<file path="src/rtl/uart_fifo_ctrl.sv">
// Buffered UART: TX/RX FIFOs with valid/ready streams, programmable baud divider, sticky errors.
// Latency: a TX write accepted at edge N drives the start bit at edge N+1; rx_valid rises the edge after the stop sample.
// Backpressure: tx_ready drops when the TX FIFO is full; a full RX FIFO drops new characters and raises rx_overrun.
// Optional CTS/RTS flow control is enabled by defining UART_FLOWCTL_EN.

// Generic FIFO with first-word fall-through read; a push into a full FIFO is refused.
module uart_fifo_ctrl_fifo #(
    parameter int W     = 8,
    parameter int DEPTH = 16,
    parameter int LVL_W = $clog2(DEPTH) + 1
) (
    input  logic             clk,
    input  logic             rst,
    input  logic             push_vld,
    input  logic [W-1:0]     push_dat,
    output logic             push_rdy,
    output logic             pop_vld,
    output logic [W-1:0]     pop_dat,
    input  logic             pop_rdy,
    output logic [LVL_W-1:0] level
);
    localparam int AW = $clog2(DEPTH);

    logic [W-1:0]     mem_q [DEPTH];
    logic [AW-1:0]    wr_ptr_q, rd_ptr_q;
    logic [LVL_W-1:0] cnt_q, cnt_d;
    logic             push, pop;

    assign push_rdy = (cnt_q != LVL_W'(DEPTH));
    assign pop_vld  = (cnt_q != '0);
    assign pop_dat  = mem_q[rd_ptr_q];
    assign level    = cnt_q;
    assign push     = push_vld && push_rdy;
    assign pop      = pop_rdy && pop_vld;

    // Occupancy next state: simultaneous push and pop cancel out.
    always_comb begin
        cnt_d = cnt_q;
        if (push && !pop)
            cnt_d = cnt_q + 1'b1;
        else if (pop && !push)
            cnt_d = cnt_q - 1'b1;
    end

    // Storage array; contents need no reset because the pointers gate visibility.
    always_ff @(posedge clk) begin
        if (push)
            mem_q[wr_ptr_q] <= push_dat;
    end

    // Pointers wrap naturally since DEPTH is a power of two.
    always_ff @(posedge clk or posedge rst) begin
        if (rst) begin
            wr_ptr_q <= '0;
            rd_ptr_q <= '0;
            cnt_q    <= '0;
        end else begin
            if (push) wr_ptr_q <= wr_ptr_q + 1'b1;
            if (pop)  rd_ptr_q <= rd_ptr_q + 1'b1;
            cnt_q <= cnt_d;
        end
    end
endmodule

module uart_fifo_ctrl #(
    parameter int DATA_BITS  = 8,
    parameter int FIFO_DEPTH = 16,
    parameter int DIV_W      = 16
) (
    input  logic                              clk_clk,
    input  logic                              reset_reset,
    input  logic [DIV_W-1:0]                  baud_div,
    input  logic [DATA_BITS-1:0]              tx_data,
    input  logic                              tx_valid,
    output logic                              tx_ready,
    output logic [DATA_BITS-1:0]              rx_data,
    output logic                              rx_valid,
    input  logic                              rx_ready,
    input  logic                              clear_err,
    output logic                              rx_overrun,
    output logic                              rx_frame_err,
    output logic [$clog2(FIFO_DEPTH):0]       tx_level,
    output logic [$clog2(FIFO_DEPTH):0]       rx_level,
    output logic                              uart_txd,
    input  logic                              uart_rxd,
    input  logic                              uart_cts_n,
    output logic                              uart_rts_n
);
    localparam int LVL_W = $clog2(FIFO_DEPTH) + 1;
    localparam int BIT_W = $clog2(DATA_BITS);
    localparam logic [BIT_W-1:0] LAST_BIT = BIT_W'(DATA_BITS - 1);

    localparam logic [1:0] S_IDLE  = 2'd0;
    localparam logic [1:0] S_START = 2'd1;
    localparam logic [1:0] S_DATA  = 2'd2;
    localparam logic [1:0] S_STOP  = 2'd3;

    logic                 tx_nempty, tx_pop, cts_ok;
    logic [DATA_BITS-1:0] tx_head;
    logic                 rx_push, rx_nfull, fe_set, ov_set;

    uart_fifo_ctrl_fifo #(.W(DATA_BITS), .DEPTH(FIFO_DEPTH), .LVL_W(LVL_W)) u_tx_fifo (
        .clk(clk_clk), .rst(reset_reset),
        .push_vld(tx_valid), .push_dat(tx_data), .push_rdy(tx_ready),
        .pop_vld(tx_nempty), .pop_dat(tx_head), .pop_rdy(tx_pop), .level(tx_level)
    );

    // ---------------- TX ----------------
    logic [1:0]           tx_st_q, tx_st_d;
    logic [DIV_W-1:0]     tx_cnt_q, tx_cnt_d, tx_div_q, tx_div_d;
    logic [BIT_W-1:0]     tx_bit_q, tx_bit_d;
    logic [DATA_BITS-1:0] tx_shift_q, tx_shift_d;
    logic                 txd_q, txd_d, tx_tick;

    assign tx_tick = (tx_cnt_q == '0);

    // TX frame sequencing; a new frame launches from IDLE or straight out of STOP.
    always_comb begin
        tx_st_d    = tx_st_q;
        tx_cnt_d   = tx_cnt_q;
        tx_div_d   = tx_div_q;
        tx_bit_d   = tx_bit_q;
        tx_shift_d = tx_shift_q;
        txd_d      = txd_q;
        tx_pop     = 1'b0;
        if (tx_st_q != S_IDLE)
            tx_cnt_d = tx_tick ? tx_div_q : tx_cnt_q - 1'b1;
        case (tx_st_q)
            S_START: if (tx_tick) begin
                tx_st_d    = S_DATA;
                tx_bit_d   = '0;
                txd_d      = tx_shift_q[0];
                tx_shift_d = tx_shift_q >> 1;
            end
            S_DATA: if (tx_tick) begin
                if (tx_bit_q == LAST_BIT) begin
                    tx_st_d = S_STOP;
                    txd_d   = 1'b1;
                end else begin
                    tx_bit_d   = tx_bit_q + 1'b1;
                    txd_d      = tx_shift_q[0];
                    tx_shift_d = tx_shift_q >> 1;
                end
            end
            S_STOP: if (tx_tick) tx_st_d = S_IDLE;
            default: ;
        endcase
        // baud_div is captured only here so mid-frame changes wait for the next frame.
        if ((tx_st_q == S_IDLE || (tx_st_q == S_STOP && tx_tick)) && tx_nempty && cts_ok) begin
            tx_pop     = 1'b1;
            tx_st_d    = S_START;
            txd_d      = 1'b0;
            tx_cnt_d   = baud_div;
            tx_div_d   = baud_div;
            tx_shift_d = tx_head;
        end
    end

    // TX state registers; reset forces the line idle at once.
    always_ff @(posedge clk_clk or posedge reset_reset) begin
        if (reset_reset) begin
            tx_st_q    <= S_IDLE;
            tx_cnt_q   <= '0;
            tx_div_q   <= '0;
            tx_bit_q   <= '0;
            tx_shift_q <= '0;
            txd_q      <= 1'b1;
        end else begin
            tx_st_q    <= tx_st_d;
            tx_cnt_q   <= tx_cnt_d;
            tx_div_q   <= tx_div_d;
            tx_bit_q   <= tx_bit_d;
            tx_shift_q <= tx_shift_d;
            txd_q      <= txd_d;
        end
    end

    assign uart_txd = txd_q;

    // ---------------- RX ----------------
    logic [1:0]           rx_st_q, rx_st_d;
    logic [DIV_W-1:0]     rx_cnt_q, rx_cnt_d, rx_div_q, rx_div_d, rx_half;
    logic [BIT_W-1:0]     rx_bit_q, rx_bit_d;
    logic [DATA_BITS-1:0] rx_shift_q, rx_shift_d;
    logic                 rxd_s1_q, rxd_s2_q, rxd_s3_q, rx_tick, rx_sample;
    logic                 fe_q, ov_q;

    // (div+1)/2 without a wider intermediate.
    assign rx_half   = {1'b0, rx_div_q[DIV_W-1:1]} + {{(DIV_W-1){1'b0}}, rx_div_q[0]};
    assign rx_tick   = (rx_cnt_q == '0);
    assign rx_sample = (rx_cnt_q == rx_half);

    // RX frame sequencing; leaves STOP at the mid-bit sample to leave resync margin.
    always_comb begin
        rx_st_d    = rx_st_q;
        rx_cnt_d   = rx_cnt_q;
        rx_div_d   = rx_div_q;
        rx_bit_d   = rx_bit_q;
        rx_shift_d = rx_shift_q;
        rx_push    = 1'b0;
        fe_set     = 1'b0;
        ov_set     = 1'b0;
        if (rx_st_q != S_IDLE)
            rx_cnt_d = rx_tick ? rx_div_q : rx_cnt_q - 1'b1;
        case (rx_st_q)
            S_IDLE: if (rxd_s3_q && !rxd_s2_q) begin
                rx_st_d  = S_START;
                rx_cnt_d = baud_div;
                rx_div_d = baud_div;
            end
            S_START: begin
                if (rx_sample && rxd_s2_q)
                    rx_st_d = S_IDLE;
                else if (rx_tick) begin
                    rx_st_d  = S_DATA;
                    rx_bit_d = '0;
                end
            end
            S_DATA: begin
                if (rx_sample)
                    rx_shift_d = {rxd_s2_q, rx_shift_q[DATA_BITS-1:1]};
                if (rx_tick) begin
                    if (rx_bit_q == LAST_BIT) rx_st_d  = S_STOP;
                    else                      rx_bit_d = rx_bit_q + 1'b1;
                end
            end
            default: if (rx_sample || rx_tick) begin
                rx_st_d = S_IDLE;
                if (!rxd_s2_q)     fe_set  = 1'b1;
                else if (rx_nfull) rx_push = 1'b1;
                else               ov_set  = 1'b1;
            end
        endcase
    end

    // RX synchroniser, state and sticky flags; a set in the same cycle as clear_err wins.
    always_ff @(posedge clk_clk or posedge reset_reset) begin
        if (reset_reset) begin
            rxd_s1_q   <= 1'b1;
            rxd_s2_q   <= 1'b1;
            rxd_s3_q   <= 1'b1;
            rx_st_q    <= S_IDLE;
            rx_cnt_q   <= '0;
            rx_div_q   <= '0;
            rx_bit_q   <= '0;
            rx_shift_q <= '0;
            fe_q       <= 1'b0;
            ov_q       <= 1'b0;
        end else begin
            rxd_s1_q   <= uart_rxd;
            rxd_s2_q   <= rxd_s1_q;
            rxd_s3_q   <= rxd_s2_q;
            rx_st_q    <= rx_st_d;
            rx_cnt_q   <= rx_cnt_d;
            rx_div_q   <= rx_div_d;
            rx_bit_q   <= rx_bit_d;
            rx_shift_q <= rx_shift_d;
            fe_q       <= fe_set | (fe_q & ~clear_err);
            ov_q       <= ov_set | (ov_q & ~clear_err);
        end
    end

    assign rx_frame_err = fe_q;
    assign rx_overrun   = ov_q;

    uart_fifo_ctrl_fifo #(.W(DATA_BITS), .DEPTH(FIFO_DEPTH), .LVL_W(LVL_W)) u_rx_fifo (
        .clk(clk_clk), .rst(reset_reset),
        .push_vld(rx_push), .push_dat(rx_shift_q), .push_rdy(rx_nfull),
        .pop_vld(rx_valid), .pop_dat(rx_data), .pop_rdy(rx_ready), .level(rx_level)
    );

    // ---------------- Flow control ----------------
`ifdef UART_FLOWCTL_EN
    logic cts_s1_q, cts_s2_q, rts_q;

    // CTS synchroniser (resets to "not clear") and registered RTS threshold.
    always_ff @(posedge clk_clk or posedge reset_reset) begin
        if (reset_reset) begin
            cts_s1_q <= 1'b1;
            cts_s2_q <= 1'b1;
            rts_q    <= 1'b0;
        end else begin
            cts_s1_q <= uart_cts_n;
            cts_s2_q <= cts_s1_q;
            rts_q    <= (rx_level >= LVL_W'(FIFO_DEPTH - 2));
        end
    end

    assign cts_ok     = !cts_s2_q;
    assign uart_rts_n = rts_q;
`else
    logic unused_cts;
    assign unused_cts = uart_cts_n;
    assign cts_ok     = 1'b1;
    assign uart_rts_n = 1'b0;
`endif
endmodule
</file>
<file path="config.mk">
export PLATFORM = sky130hd
export DESIGN_NAME = uart_fifo_ctrl
export DESIGN_NICKNAME = d
export VERILOG_FILES = /design/src/rtl/uart_fifo_ctrl.sv
export SDC_FILE = /design/constraint.sdc
export NUM_CORES = 1
export LEC_CHECK = 0
export CAP_MARGIN = 20
export CORE_MARGIN = 5
export CORE_UTILIZATION = 38
export DETAILED_ROUTE_END_ITERATION = 7
export REMOVE_ABC_BUFFERS = 1
export SYNTH_ARGS = -nofsm -noshare
export SYNTH_HDL_FRONTEND = slang
export SYNTH_SLANG_ARGS = --single-unit
</file>
<file path="constraint.sdc">
create_clock -name clk_clk -period 8.7 [get_ports clk_clk]
set_clock_uncertainty 0.15 [all_clocks]
set_input_delay 1.74 -clock clk_clk [delete_from_list [all_inputs] [get_ports clk_clk]]
set_output_delay 1.74 -clock clk_clk [all_outputs]
set_load 0.03 [all_outputs]
</file>
==> results.sh, run 1 <==
export IMPL_outcome="finished, final reports clean"
export IMPL_post_drt_wl_per_cell_um=18.49
export IMPL_slowest_stage="mux4_2"
export IMPL_ios=55
export IMPL_critical_path_most_common_cell="mux4_2"
export IMPL_hp_class="reg2reg"
export IMPL_grt_pass1_wl_mm=54.97
export IMPL_rsz0062_at_grt="no"
export IMPL_grt_remaining_overflow=0
export IMPL_fin_setup_tns_ps=0
export IMPL_crit_path_cell_trace="buf_4 > mux4_2 > mux4_2 > clkdlybuf4s50_1"
export IMPL_seq_area_frac_synth=0.6410
export IMPL_preCtsSetupSlack_ps=3782
export IMPL_yosysTopAreaCell="edfxtp_1"
export IMPL_netlist_area_um2=16760
export IMPL_synth_seq_cells=378
export IMPL_wl_mm=34.20
export IMPL_ir_drop_mv=0.2604
export IMPL_slowest_delay_ps=630
export IMPL_grt_use_total=0.1441
export IMPL_synth_area_per_cell_um2=14.27
export IMPL_routed_via_density=5.174
export IMPL_leakage_uw=0.006796
export IMPL_end_kind="output pin"
export IMPL_ys_warn_count=0
export IMPL_max_clock_freq_mhz=197.2
export IMPL_htreeDepth=2
export IMPL_path_max_fanout=35
export IMPL_max_slew_margin_rel=0.3521
export IMPL_ant_nets=0
export IMPL_grt_pass1_vias=9852
export IMPL_async_flop_share=0.3228
export IMPL_drive_gt1_frac=0.1591
export IMPL_die_w_um=220.0
export IMPL_num_antenna_cells=0
export IMPL_cp_start_kind="register"
export IMPL_die_height_um=220.0
export IMPL_rows=77
export IMPL_cts_hold_buf=0
export IMPL_grt_antenna_before_repair=0
export IMPL_yosys_top_cells_area="edfxtp_1 (46%), dfrtp_1 (18%), mux4_2 (11%)"
export IMPL_numCtsBuffers=42
export IMPL_gp_congestion=0.8659
export IMPL_max_cap_viol_count=0
export IMPL_synth_top_area_share=0.4586
export IMPL_path_clk_slew_ps=60
export IMPL_synthDistinctLibCells=64
export IMPL_pwr_density_cell_nw_per_um2=283.6
export IMPL_cts_setup_buffers=0
export IMPL_grt_max_degree=78
export IMPL_synth_edf_count=256
export IMPL_worst_slack_ps=3629
export IMPL_dr_pass1_iters=5
export IMPL_clkSinkCount=378
export IMPL_drt_initial_drc_count=531
export IMPL_cts_resized=0
export IMPL_tritoncts="done"
export IMPL_drc=0
export IMPL_areaGrowthSynthToFinish_pct=16.23
export IMPL_rrSetupSlack_ps=3780
export IMPL_syn_inst=1175
export IMPL_via_count=9567
export IMPL_final_min_clock_period_ps=5071
export IMPL_core_area_um2=43930
export IMPL_post_route_period_util=0.5829
export IMPL_setup_violations=0
export IMPL_required_ps=6810
export IMPL_hold_viol=0
export IMPL_place_hpwl_mm=22.19
export IMPL_clock_path_buffers=3
export IMPL_start_util=0.3816
export IMPL_synth_flop_cell="edfxtp_1"
export IMPL_path_class="reg2out"
export IMPL_worst_pin_slew_ps=969.5
export IMPL_finalNetCount=1286
export IMPL_place_port_buffers=52
export IMPL_clk_root_buffer_cell="clkbuf_16"
export IMPL_die_area_um2=48420
export IMPL_finalMaxSlewViolations=0
export IMPL_insertion_delay_ps=590
export IMPL_power_uw=5525
export IMPL_worstPathArrival_ps=3180
## kinds of logic (layout without fill, tap and decap cells)
group | Yosys count | count (layout) | share of synthesized area
mux | 106 | 106 | 0.1239
fa+ha+maj | 32 | 32 | 0.02478
other cells | 1 | 1 | 0.0002237
simple gates | 357 | 357 | 0.09845
xor+xnor | 58 | 58 | 0.03030
compound gates | 151 | 151 | 0.05904
buf+inv | 92 | 174 | 0.02232
flops | 378 | 378 | 0.6410
## metrics by stage
step	std cells	util	cell area [um2]	hold WS [ps]
2_1_floorplan	1112	-	16500	195.2
3_3_place_gp	1770	0.4083	17940	197.2
3_5_place_dp	1770	0.4083	17940	198.9
4_1_cts	1848	0.4430	19460	200.4
5_1_grt	1849	0.4435	19480	203.2
6_report	1849	0.4435	19480	198.5
## layer usage
| layer | vias to the layer above | wire [um] | global-route usage |
|---|---|---|---|
| met3 | 54 | 1486 | 0.03201 |
| met1 | 4829 | 14710 | 0.1882 |
| met4 | 0 | 776 | 0.04140 |
| li1 | 4524 | - | - |
| met2 | 160 | 17220 | 0.2434 |
| met5 | - | 0 | 0 |
## where the power goes
| group | internal (uW) | switching, uW |
|---|---|---|
| combinational | 582 | 632 |
| clock | 1180 | 742 |
| sequential | 2160 | 238 |
## synthesized netlist by cell type, drive strengths merged (3+ instances only)
cell type and number:
nor4 9, nand4 9, a21o 6, o2111ai 6
nand2 166, and3 6, nand2b 5, a211oi 9
and4 5, xor2 14, dfrtp 118, o221ai 3
o21ai 42, nor3 25, o211ai 15, a21oi 32
mux2 12, a2111oi 4, or3 7, edfxtp 256
xnor2 44, mux4 80, buf 28, dfstp 4
nor4b 4, nand3 24, or4 5, o22ai 4
nand3b 3, a31oi 16, clkbuf 35, inv 29
mux2i 14, nor2b 4, ha 30, nor2 81
## cell usage in the layout, fill, tap and decap left out, types with 10 or more instances in the layout
master / instances
nand3_1: 23
a21oi_1: 32
xnor2_1: 44
xor2_1: 14
clkbuf_1: 10
inv_1: 27
edfxtp_1: 256
nor2_1: 80
o21ai_0: 42
clkbuf_16: 42
nor3_1: 20
buf_4: 14
clkdlybuf4s50_1: 52
mux2i_1: 14
o211ai_1: 15
mux2_2: 12
nand2_1: 165
a31oi_1: 16
dfrtp_1: 116
mux4_2: 80
ha_1: 30
## cell type report
class,instances,area (um2)
clock buffers,59,1185
clock inverters,19,341.6
fillers,3979,24450
inverters,29,113.9
multi-input cells,705,5709
flip-flops and latches,378,10750
well taps,592,740.7
repair buffers,67,645.6
## worst max-delay path, delay by kind of cell (launching register included)
family                 cells  cell delay, ps
multiplexers               2            1110
flip-flops                 1             330
buffers and inverters      2            1150
## path summary, 6_finish.rpt
kind / from / endpoint / cells after the start
setup / recovery: u_rx_fifo.rd_ptr_q[0]$_DFFE_PP0P_ / rx_data[6] / 4
hold / removal: rxd_s1_q$_DFF_PP1_ / rxd_s2_q$_DFF_PP1_ / 0
setup reg to reg: rx_div_q[1]$_DFFE_PP0P_ / u_rx_fifo.level[4]$_DFFE_PP0P_ / 17
hold reg to reg: rxd_s1_q$_DFF_PP1_ / rxd_s2_q$_DFF_PP1_ / 0
max in group asynchronous: reset_reset / u_rx_fifo.rd_ptr_q[0]$_DFFE_PP0P_ / 3
min in group asynchronous: reset_reset / tx_div_q[13]$_DFFE_PP0P_ / 2
## sequential cells by signal, indices dropped and copies added (netlist names), 3 cells and up
signal,count
u_tx_fifo.mem_q,128
u_rx_fifo.rd_ptr_q,4
tx_shift_q,8
tx_div_q,16
rx_div_q,16
rx_cnt_q,16
u_tx_fifo.level,5
tx_bit_q,3
u_tx_fifo.rd_ptr_q,4
rx_bit_q,3
u_tx_fifo.wr_ptr_q,4
rx_shift_q,8
tx_cnt_q,16
u_rx_fifo.level,5
u_rx_fifo.wr_ptr_q,4
u_rx_fifo.mem_q,128
Power figures use the tool's default switching activity.
==> run 2, diff against run 1 <==
Clock period 8.7 ns to 4.6 ns, I/O delays scaled along.
==> results.sh, run 2 (synthesis results as in run 1) <==
export IMPL_outcome="finished, final reports clean"
export IMPL_setup_violations=0
export IMPL_cts_resized=0
export IMPL_pwr_density_cell_nw_per_um2=528.3
export IMPL_post_drt_wl_per_cell_um=18.64
export IMPL_clock_path_buffers=3
export IMPL_ios=55
export IMPL_die_height_um=220.0
export IMPL_final_cell_mix="edfxtp_1 (256), nand2_1 (165), dfrtp_1 (115)"
export IMPL_hp_class="reg2reg"
export IMPL_grt_remaining_overflow=0
export IMPL_path_max_fanout=6
export IMPL_grt_pass1_wl_mm=55.32
export IMPL_grt_max_degree=65
export IMPL_final_min_clock_period_ps=4197
export IMPL_hold_viol=0
export IMPL_htreeDepth=2
export IMPL_ant_nets=0
export IMPL_worstPathArrival_ps=4490
export IMPL_top_regs="u_rx_fifo.mem_q: 128 flops, u_tx_fifo.mem_q: 128 flops"
export IMPL_dpl_cell_count=1791
export IMPL_worst_slack_ps=403.4
export IMPL_fin_setup_tns_ps=0
export IMPL_die_w_um=220.0
export IMPL_tritoncts="done"
export IMPL_end_kind="register"
export IMPL_wl_mm=34.80
export IMPL_place_hpwl_mm=22.77
export IMPL_via_count=9657
export IMPL_place_port_buffers=52
export IMPL_grt_antenna_before_repair=0
export IMPL_leakage_uw=0.006842
export IMPL_fin_util=0.4439
export IMPL_rsz0062_at_grt="no"
export IMPL_path_class="reg2reg"
export IMPL_num_antenna_cells=0
export IMPL_worst_pin_slew_ps=950.9
export IMPL_numCtsBuffers=41
export IMPL_core_area_um2=43930
export IMPL_drt_initial_drc_count=786
export IMPL_clkSinkCount=378
export IMPL_finalMaxSlewViolations=0
export IMPL_clk_root_buffer_cell="clkbuf_16"
export IMPL_dr_pass1_iters=5
export IMPL_max_clock_freq_mhz=238.3
export IMPL_path_clk_slew_ps=60
export IMPL_cts_setup_buffers=0
export IMPL_rows=77
export IMPL_insertion_delay_ps=580
export IMPL_power_uw=10300
export IMPL_preCtsSetupSlack_ps=431.2
export IMPL_drive_gt1_frac=0.1718
export IMPL_areaGrowthSynthToFinish_pct=16.32
export IMPL_start_util=0.3816
export IMPL_post_route_period_util=0.9123
export IMPL_ir_drop_mv=0.3947
export IMPL_die_area_um2=48420
export IMPL_drc=0
export IMPL_required_ps=4890
export IMPL_layout_commonest_cell="edfxtp_1"
export IMPL_routed_via_density=5.172
export IMPL_grt_use_total=0.1455
export IMPL_grt_pass1_vias=9908
export IMPL_gp_congestion=0.8601
export IMPL_max_slew_margin_rel=0.3645
export IMPL_max_cap_viol_count=0
export IMPL_cts_hold_buf=0
export IMPL_cp_start_kind="register"
export IMPL_finalNonFillerCells=1867
export IMPL_finalNetCount=1305
==> run 2: through the flow <==
step           hold WS [ps]  area [um2]
2_1_floorplan         195.2       16500
3_3_place_gp          198.9       18060
3_5_place_dp          199.7       18060
4_1_cts               208.5       19500
5_1_grt               218.3       19500
6_report              205.8       19500
==> run 2: final timing paths <==
check	from	to	slack, ps	cells after the start
setup / recovery	rx_div_q[1]$_DFFE_PP0P_	u_rx_fifo.level[4]$_DFFE_PP0P_	400	17
hold / removal	rxd_s1_q$_DFF_PP1_	rxd_s2_q$_DFF_PP1_	210	0
setup reg to reg	rx_div_q[1]$_DFFE_PP0P_	u_rx_fifo.level[4]$_DFFE_PP0P_	400	17
hold reg to reg	rxd_s1_q$_DFF_PP1_	rxd_s2_q$_DFF_PP1_	210	0
max in group asynchronous	reset_reset	u_tx_fifo.rd_ptr_q[1]$_DFFE_PP0P_	2760	3
min in group asynchronous	reset_reset	tx_cnt_q[15]$_DFFE_PP0P_	660	2
==> run 2: metal layers <==
| metal | up-vias | GRT usage | wire, um |
|---|---|---|---|
| met3 | 55 | 0.03338 | 1485 |
| met1 | 4858 | 0.1896 | 15170 |
| li1 | 4559 | - | - |
| met4 | 0 | 0.04202 | 825 |
| met2 | 185 | 0.2452 | 17320 |
| met5 | - | 0 | 0 |
==> run 2: where the power goes <==
group          internal [uW]  leakage (uW)  total [uW]  switching (uW)
logic                   1100       0.00250        2210            1110
clock network           2060      0.000700        3470            1420
registers               4080       0.00365        4620             541
total                   7240       0.00684       10300            3070
==> run 2: layout make-up <==
type / count / area [um2]
fillers: 3983 / 24430
flip-flops and latches: 378 / 10750
multi-input cells: 705 / 5664
clock buffers: 44 / 1037
repair buffers: 87 / 795.8
well taps: 592 / 740.7
clock inverters: 32 / 399.1
inverters: 29 / 113.9
==> run 2: critical path: stages, from the launching register on <==
cell	delay [ps]
dfrtp_1	390
ha_1	230
ha_1	230
nand3_1	190
or4_1	510
a31oi_1	160
o22ai_1	130
nor4_4	430
o2111ai_4	170
inv_1	100
ha_1	180
inv_1	110
fa_1	410
a21o_1	170
a21oi_1	170
xnor2_1	130
nor2_1	60
xor2_1	140
==> run 3, diff against run 2 <==
Settings changed: CORE_UTILIZATION 38 to 55, PLACE_DENSITY from default to 0.76.
Clock period 4.6 ns to 3.6 ns, I/O delays scaled along.
==> results.sh, run 3 (synthesis results as in run 1) <==
export IMPL_leakage_uw=0.007153
export IMPL_grt_remaining_overflow=0
export IMPL_clk_root_buffer_cell="clkbuf_16"
export IMPL_die_area_um2=34070
export IMPL_core_area_um2=30350
export IMPL_clkSinkCount=378
export IMPL_final_min_clock_period_ps=3628
export IMPL_wl_mm=35.64
export IMPL_post_route_period_util=1.008
export IMPL_pwr_density_cell_nw_per_um2=658.4
export IMPL_grt_pass1_vias=10140
export IMPL_place_hpwl_mm=22.89
export IMPL_dr_pass1_iters=5
export IMPL_hold_viol=0
export IMPL_drc=0
export IMPL_required_ps=3900
export IMPL_path_clk_slew_ps=60
export IMPL_finalMaxSlewViolations=0
export IMPL_setup_violations=1
export IMPL_slowest_delay_ps=500
export IMPL_drive_gt1_frac=0.2195
export IMPL_clock_path_buffers=3
export IMPL_num_antenna_cells=0
export IMPL_gp_congestion=0.8602
export IMPL_max_cap_viol_count=0
export IMPL_top_regs="u_rx_fifo.mem_q: 128 flops, u_tx_fifo.mem_q: 128 flops"
export IMPL_place_port_buffers=52
export IMPL_crit_buf_inv=2
export IMPL_max_slew_margin_rel=0.4646
export IMPL_fin_util=0.6526
export IMPL_worst_slack_ps=-28.30
export IMPL_layout_commonest_cell="edfxtp_1"
export IMPL_end_kind="register"
export IMPL_grt_pass1_wl_mm=56.33
export IMPL_post_drt_wl_per_cell_um=20.59
export IMPL_start_util=0.5524
export IMPL_ant_nets=0
export IMPL_cp_start_kind="register"
export IMPL_grt_antenna_before_repair=0
export IMPL_routed_via_density=5.901
export IMPL_die_height_um=184.6
export IMPL_grt_use_total=0.2118
export IMPL_regArea_um2=10750
export IMPL_worstPathArrival_ps=3920
export IMPL_fill_cells=2072
export IMPL_insertion_delay_ps=540
export IMPL_die_w_um=184.6
export IMPL_ir_drop_mv=0.4729
export IMPL_slowest_stage="or4_4"
export IMPL_numCtsBuffers=39
export IMPL_violations="negative setup slack"
export IMPL_met2_usage=0.3530
export IMPL_critical_path_most_common_cell="ha_4"
export IMPL_ios=55
export IMPL_grt_max_degree=67
export IMPL_rows=64
export IMPL_crit_path_cell_trace="ha_4 > ha_4 > nand3_4 > or4_4 > a31oi_1 > o22ai_1 > nor4_4 > o2111ai_4 > inv_2 > ha_4 > inv_2 > fa_2 > a21o_1 > a21oi_2 > xnor2_1 > nor2_1 > xor2_1"
export IMPL_rsz0062_at_grt="yes"
export IMPL_fin_setup_tns_ps=-28.30
export IMPL_drt_initial_drc_count=760
export IMPL_cp_top_family="simple AND/OR/NAND/NOR gates"
export IMPL_areaGrowthSynthToFinish_pct=18.15
export IMPL_via_count=10220
export IMPL_preCtsSetupSlack_ps=-363.1
export IMPL_outcome="finished, violations left"
export IMPL_tritoncts="done"
export IMPL_path_max_fanout=4
export IMPL_grt_use_met3=0.03237
export IMPL_busiest_layer="met2"
export IMPL_worst_pin_slew_ps=801.1
export IMPL_max_clock_freq_mhz=275.6
export IMPL_multi_input_area_um2=5832
export IMPL_cts_hold_buf=0
export IMPL_grt_use_met1=0.3013
export IMPL_finalNetCount=1367
export IMPL_final_cell_mix="edfxtp_1 (256), nand2_1 (164), dfrtp_1 (116)"
export IMPL_hp_class="reg2reg"
export IMPL_htreeDepth=2
export IMPL_path_class="reg2reg"
[run 3: final timing paths]
| kind | from | end | slack [ps] | depth (start not counted) |
|---|---|---|---|---|
| setup / recovery | rx_div_q[1]$_DFFE_PP0P_ | u_rx_fifo.level[4]$_DFFE_PP0P_ | -30 | 17 |
| setup reg to reg | rx_div_q[1]$_DFFE_PP0P_ | u_rx_fifo.level[4]$_DFFE_PP0P_ | -30 | 17 |
| hold / removal | rxd_s1_q$_DFF_PP1_ | rxd_s2_q$_DFF_PP1_ | 210 | 0 |
| min in group asynchronous | reset_reset | u_rx_fifo.level[3]$_DFFE_PP0P_ | 390 | 2 |
| max in group asynchronous | reset_reset | uart_txd$_DFFE_PP1P_ | 2160 | 3 |
| hold reg to reg | rxd_s1_q$_DFF_PP1_ | rxd_s2_q$_DFF_PP1_ | 210 | 0 |
[run 3: through the flow]
| step | power [uW] | cell area, um2 | instances | hold slack, ps |
|---|---|---|---|---|
| finish | 13040 | 19810 | 1731 | 206.1 |
| global route | 13710 | 19810 | 1731 | 213.1 |
| CTS | 13110 | 19690 | 1730 | 206.6 |
| detailed placement | 9043 | 18300 | 1656 | 198.1 |
| global placement | 8910 | 18300 | 1656 | 195.8 |
| floorplan | 7954 | 16500 | 1112 | 195.2 |
[run 3: where the power goes]
part	internal, uW	switching (uW)	leakage (uW)
Clock	2350	1670	0.000621
Combinational	1590	1720	0.00288
Sequential	5210	501	0.00365
[run 3: cell type report]
class	count	share of cell area
sequential	378	0.5426
multi-input combinational	705	0.2944
timing repair buffer	151	0.06690
clock buffer	53	0.05445
tap	396	0.02502
clock inverter	19	0.01093
inverter	29	0.005622
[run 3: repair_timing]
item | in CTS | in global routing
endpoints found under the hold margin | 0 | 0
endpoints found under the setup margin | 11 | 40
resized for setup | 26 | 15
gates cloned | 0 | 1
buffers inserted | 2 | 1
pin swaps | 11 | 10
[run 3: layer usage]
metal  wire (um)  share of wire  up-vias
met5           0              0        -
met4         561          0.016        0
met3        2230          0.063       50
met2       17810           0.50      357
met1       15040           0.42     5118
li1            -              -     4690
